`config.mk`:
```
export PLATFORM = sky130hd
export DESIGN_NAME = sram_bridge
export DESIGN_NICKNAME = d
export VERILOG_FILES = /design/src/rtl/sram_bridge.sv
export SDC_FILE = /design/constraint.sdc
export NUM_CORES = 1
export LEC_CHECK = 0
export CAP_MARGIN = 30
export CORE_ASPECT_RATIO = 0.7
export CORE_MARGIN = 3
export CORE_UTILIZATION = 45
export CTS_BUF_LIST = sky130_fd_sc_hd__clkbuf_8 sky130_fd_sc_hd__clkbuf_16
export DETAILED_ROUTE_END_ITERATION = 10
export PLACE_DENSITY = 0.76
export REMOVE_ABC_BUFFERS = 1
export SYNTH_ARGS = -nofsm -noshare
export SYNTH_HDL_FRONTEND = slang
export SYNTH_SLANG_ARGS = --single-unit
```
`constraint.sdc`:
```
create_clock -name clk -period 1.79 [get_ports clk]
set_clock_uncertainty 0.1 [all_clocks]
set_input_delay 0.2685 -clock clk [delete_from_list [all_inputs] [get_ports clk]]
set_output_delay 0.2685 -clock clk [all_outputs]
set_load 0.01 [all_outputs]
```
`src/rtl/sram_bridge.sv`:
```
// sram_bridge
//   Bridges an asynchronous AVR external-memory strobe pair onto a
//   single-port asynchronous SRAM. Both AVR strobes are resynchronised to
//   clk. A small FSM (IDLE/SETUP/WR/RD/RECOVER) then runs one timed SRAM
//   cycle per AVR access. An optional auto-increment address counter
//   supports burst transfers without the AVR driving every address.
//
// Ports
//   clk, reset            : clock, asynchronous active-low reset
//   avr_we_n, avr_oe_n    : AVR write/read strobes (async, active-low)
//   avr_addr, avr_din     : AVR address and write data
//   avr_dout, avr_dout_oe : read data back to the AVR and its pad enable
//   auto_inc, addr_load   : counter mode select, counter load pulse
//   sram_addr             : SRAM address
//   sram_din              : SRAM read data
//   sram_dout, sram_dout_oe : SRAM write data and its pad enable
//   sram_ce_n/we_n/oe_n   : SRAM controls, active-low
//   busy                  : FSM is not idle
//   err                   : sticky strobe-collision flag
module sram_bridge #(
  parameter int DWIDTH = 8,
  parameter int AWIDTH = 19,
  parameter int WAIT   = 2
) (
  input  logic              clk,
  input  logic              reset,
  input  logic              avr_we_n,
  input  logic              avr_oe_n,
  input  logic [AWIDTH-1:0] avr_addr,
  input  logic [DWIDTH-1:0] avr_din,
  output logic [DWIDTH-1:0] avr_dout,
  output logic              avr_dout_oe,
  input  logic              auto_inc,
  input  logic              addr_load,
  output logic [AWIDTH-1:0] sram_addr,
  input  logic [DWIDTH-1:0] sram_din,
  output logic [DWIDTH-1:0] sram_dout,
  output logic              sram_dout_oe,
  output logic              sram_ce_n,
  output logic              sram_we_n,
  output logic              sram_oe_n,
  output logic              busy,
  output logic              err
);

  typedef enum logic [2:0] {
    S_IDLE,
    S_SETUP,
    S_WR,
    S_RD,
    S_RECOVER
  } state_t;

  localparam logic [3:0] WAIT_LAST = 4'(WAIT);

  state_t            state;
  logic              dir_wr;
  logic [3:0]        wait_cnt;
  logic [AWIDTH-1:0] addr_cnt;
  logic [AWIDTH-1:0] acc_addr;

  // Two-flop synchronisers; idle level is high (strobes released).
  logic we_p0, we_s;
  logic oe_p0, oe_s;

  // A load coinciding with an access start must win over the stale count.
  always_comb begin
    acc_addr = avr_addr;
    if (auto_inc && !addr_load)
      acc_addr = addr_cnt;
  end

  // sram_dout doubles as the write buffer and avr_dout as the read buffer.
  always_ff @(posedge clk or negedge reset) begin
    if (!reset) begin
      we_p0        <= 1'b1;
      we_s         <= 1'b1;
      oe_p0        <= 1'b1;
      oe_s         <= 1'b1;
      state        <= S_IDLE;
      dir_wr       <= 1'b0;
      wait_cnt     <= '0;
      addr_cnt     <= '0;
      sram_addr    <= '0;
      sram_dout    <= '0;
      avr_dout     <= '0;
      sram_ce_n    <= 1'b1;
      sram_we_n    <= 1'b1;
      sram_oe_n    <= 1'b1;
      sram_dout_oe <= 1'b0;
      avr_dout_oe  <= 1'b0;
      busy         <= 1'b0;
      err          <= 1'b0;
    end else begin
      // synchroniser stage p0 -> s
      we_p0 <= avr_we_n;
      we_s  <= we_p0;
      oe_p0 <= avr_oe_n;
      oe_s  <= oe_p0;

      case (state)
        S_IDLE: begin
          if (addr_load)
            addr_cnt <= avr_addr;
          if (!we_s && !oe_s) begin
            err <= 1'b1;
          end else if (!we_s || !oe_s) begin
            dir_wr    <= !we_s;
            sram_addr <= acc_addr;
            if (!we_s) begin
              sram_dout    <= avr_din;
              sram_dout_oe <= 1'b1;
            end
            sram_ce_n <= 1'b0;
            busy      <= 1'b1;
            state     <= S_SETUP;
          end
        end

        S_SETUP: begin
          wait_cnt <= '0;
          if (dir_wr) begin
            sram_we_n <= 1'b0;
            state     <= S_WR;
          end else begin
            sram_oe_n <= 1'b0;
            state     <= S_RD;
          end
        end

        // Chip enable and data stay driven into the first RECOVER cycle
        // to give the SRAM hold time after the write strobe rises.
        S_WR: begin
          if (wait_cnt == WAIT_LAST) begin
            sram_we_n <= 1'b1;
            state     <= S_RECOVER;
          end else begin
            wait_cnt <= wait_cnt + 4'd1;
          end
        end

        S_RD: begin
          if (wait_cnt == WAIT_LAST) begin
            avr_dout    <= sram_din;
            avr_dout_oe <= !oe_s;
            sram_oe_n   <= 1'b1;
            sram_ce_n   <= 1'b1;
            state       <= S_RECOVER;
          end else begin
            wait_cnt <= wait_cnt + 4'd1;
          end
        end

        S_RECOVER: begin
          sram_ce_n    <= 1'b1;
          sram_dout_oe <= 1'b0;
          if (we_s && oe_s) begin
            avr_dout_oe <= 1'b0;
            busy        <= 1'b0;
            state       <= S_IDLE;
            if (auto_inc)
              addr_cnt <= addr_cnt + 1'b1;
          end else begin
            avr_dout_oe <= !dir_wr && !oe_s;
          end
        end

        default: state <= S_IDLE;
      endcase
    end
  end

endmodule

```
==> results.txt <==
Status: complete, no violations
Leak: 0.002173 uW
Hold Startpoint: avr_we_n
Syn Area/Cell: 10.36 sq um
Crit end category: register
Vias per cell: 5.573
CTS buffer count: 9
Hold endpoint: we_p0
Required @ worst endpoint: 1.95 ns
Period utilisation layout: 95.64%
Worst-Margin Slew: 0.3918 ns
Pwr per Cell Area: 1684 nW/um^2
Clock period minus worst slack: 1.712 ns
Pint: 5520 uW
Slack of the critical path: 0.07801 ns
Final hold slack: 0.2308 ns
Total grt overflow: 0
1st-pass router iterations: 4
Layout fillers: 587
Slowest cell on crit path: dfrtp_2
Sequential Power Share: 35.4%
Sequential element share of the synthesized area: 50.62%
Count of cell types in the netlist: 57
Via Count: 3121
Clock Path Buffers: 2
Initial antenna violation count: 0
Clock transition at path regs: 0.06 ns
Overall die height: 81.10 um
Hold Crit Depth: 1
Worst-path cell chain: buf_4, nor3_2, and2_1, buf_12, nor2_1, a21oi_1
Initial Util: 48.04%
Vias in the first global route: 3054
Worst path max stage delay: 0.47 ns
1st-iter DRT viols: 167
Total GRT Usage: 21.44%
Critical Path AT: 1.87 ns
Top FF cell, synth: dfrtp_1
Peak VDD IR: 794.2 uV
FMAX: 584.1 MHz
CTS tree: built
Max cap viols: 0
Clock Power Share: 21.0%
P_sw: 3158 uW
Die width: 113.3 um
Worst Hold Class: in -> reg
Core Region: 7547 sq um
Unrepaired setup endpoints after global routing: yes
EDFF count, synth: 0
Clk sinks: 73
FF-to-FF setup slack: 0.08 ns
CTS root buffer: clkbuf_16
Final net count: 504
Met1 WL: 4373 um
Critical R2R Launch: state[1]
Largest net degree at the start of global routing: 74
Layout cells sized above 1: 19.91%
Final setup viols: 0
Kind of critical path: reg -> reg
Synth warnings: 0
WL per Instance: 16.85 um
Port Buffers: 82
Synth Instances: 350
Rows: 26
Global-route wire length before repair: 15350 um
Syn Std Cell Area: 3626 sq um
GP Congestion: 0.8471
# IOs: 83
Reg2Reg Depth: 6
Async SR Flop Fraction: 100.0%
Worst setup SP type: register
Pre-CTS setup slack: -0.02925 ns
Synth-to-layout area growth: 42.13%
Met3 wire len: 594 um
DRC: 0
Power Total: 8678 uW
Inserted Diodes: 0
H-tree levels: 3
Relative max-transition margin: 73.88%
Final hold violation count: 0
Seq cells post-synth: 73
Reg2reg end: dir_wr
Routed WL: 9437 um
Max Used Layer: met4
WL met2: 4377 um
Setup TNS: 0 ns
Hpwl dp: 6414 um
Slew Viols, Final: 0
Die ar.: 9188 sq um
Sw Ratio: 36.39%
Clock latency on the worst-skew pair: 0.34 ns
Combinational power share: 43.6%
Routed Antenna Nets: 0
Crit path max fanout: 40
==> cell usage after synthesis, types with 4 or more instances <==
cell      instances  share of area [%]
nand4_1           5               0.86
a21oi_1          40                5.5
dfstp_2           7                5.1
nor2_1           40                4.1
o22a_1            5                1.2
inv_1             6               0.62
a31oi_1           4               0.69
nand3_1          11                1.5
nor3_1            4               0.55
buf_2            11                1.5
mux2i_1          20                5.5
o22ai_1           4               0.69
nand2_1          21                2.2
clkbuf_1          6               0.62
ha_1              6                2.1
mux2_2            9                2.8
mux2_1            7                2.2
o21ai_0          18                2.5
dfrtp_1          66                 46
==> sequential cells by signal, summed over array words and instances (netlist names) <==
register      count
oe_p0             1
sram_oe_n         1
busy              1
avr_dout          8
sram_dout         8
oe_s              1
sram_ce_n         1
err               1
state             3
we_p0             1
we_s              1
sram_addr        19
avr_dout_oe       1
sram_dout_oe      1
addr_cnt         19
sram_we_n         1
wait_cnt          4
dir_wr            1
==> area by class of cell <==
class,count,area [sq um],area share [%]
clock buffers,9,225.2,4.370
clock inverters,7,78.83,1.529
inverters,6,22.52,0.4370
multi-input cells,249,1712,33.21
flip-flops and latches,73,1837,35.64
well taps,98,122.6,2.379
repair buffers,118,1156,22.43
==> metrics by stage <==
step	instances	cell area [sq um]	utilization, %
floorplan	328	3503	-
global placement	538	4730	62.67
detailed placement	538	4730	62.67
CTS	555	5046	66.86
global route	560	5154	68.29
finish	560	5154	68.29
==> critical path: cells and delay by family, from the launching register on <==
| kind | cells | cell delay (ns) |
|---|---|---|
| and+or+nand+nor | 3 | 0.52 |
| buffers and inverters | 2 | 0.40 |
| AOI/OAI and AO/OA | 1 | 0.14 |
| DFF | 1 | 0.47 |
==> worst max-delay path by stage <==
stage               startpoint      endpoint
finish                state[1]        dir_wr
global route          state[0]  sram_addr[1]
CTS                  sram_oe_n     sram_oe_n
detailed placement    auto_inc  addr_cnt[18]
global placement      state[1]  addr_cnt[16]
floorplan                 we_s        dir_wr
==> power by group through the flow <==
stage,clock (uW),combinational [uW],sequential (uW)
floorplan,0,1520,3210
global placement,0,3490,3020
detailed placement,0,3600,3060
CTS,1870,3620,3050
global route,1940,4140,3180
finish,1830,3780,3070
==> cells in the final DEF (no fill, tap or decap), types with 3 or more instances in the layout <==
| cell | netlist | final |
|---|---|---|
| a31oi_1 | 4 | 4 |
| o21ai_0 | 18 | 15 |
| nand4_1 | 5 | 5 |
| mux2i_1 | 20 | 20 |
| dfrtp_1 | 66 | 65 |
| buf_4 | 3 | 27 |
| buf_12 | 0 | 5 |
| dfstp_2 | 7 | 7 |
| mux2_2 | 9 | 9 |
| inv_1 | 6 | 6 |
| nand2_1 | 21 | 20 |
| clkdlybuf4s50_1 | 0 | 78 |
| nor2_1 | 40 | 40 |
| a21oi_1 | 40 | 39 |
| mux2_1 | 7 | 7 |
| nor3_1 | 4 | 4 |
| ha_1 | 6 | 5 |
| o22a_1 | 5 | 5 |
| nand3_1 | 11 | 11 |
| clkinvlp_4 | 0 | 3 |
| o21ai_1 | 2 | 5 |
| o22ai_1 | 4 | 4 |
| clkbuf_16 | 0 | 9 |
==> layer usage <==
layer	up-vias	GRT usage, %
met1	1520	30.06
met2	94	32.62
met4	0	6.603
met3	11	5.882
met5	-	0
li1	1496	-
==> kinds of logic after synthesis <==
logic type	after synthesis	share of synthesized area [%]
compound gates	95	16.05
buf+inv	28	4.003
mux	36	10.49
simple gates	110	16.29
xor+xnor	2	0.4832
fa+ha+maj	6	2.070
flops	73	50.62
==> what timing repair did <==
action	4_1_cts	5_1_grt
endpoints found under the setup margin	3	34
gates resized for setup	3	19
setup buffers	0	4
hold buffers	1	0
endpoints found under the hold margin	66	0
pin swaps	0	2
cloned	0	1
Power figures use the tool's default switching activity.
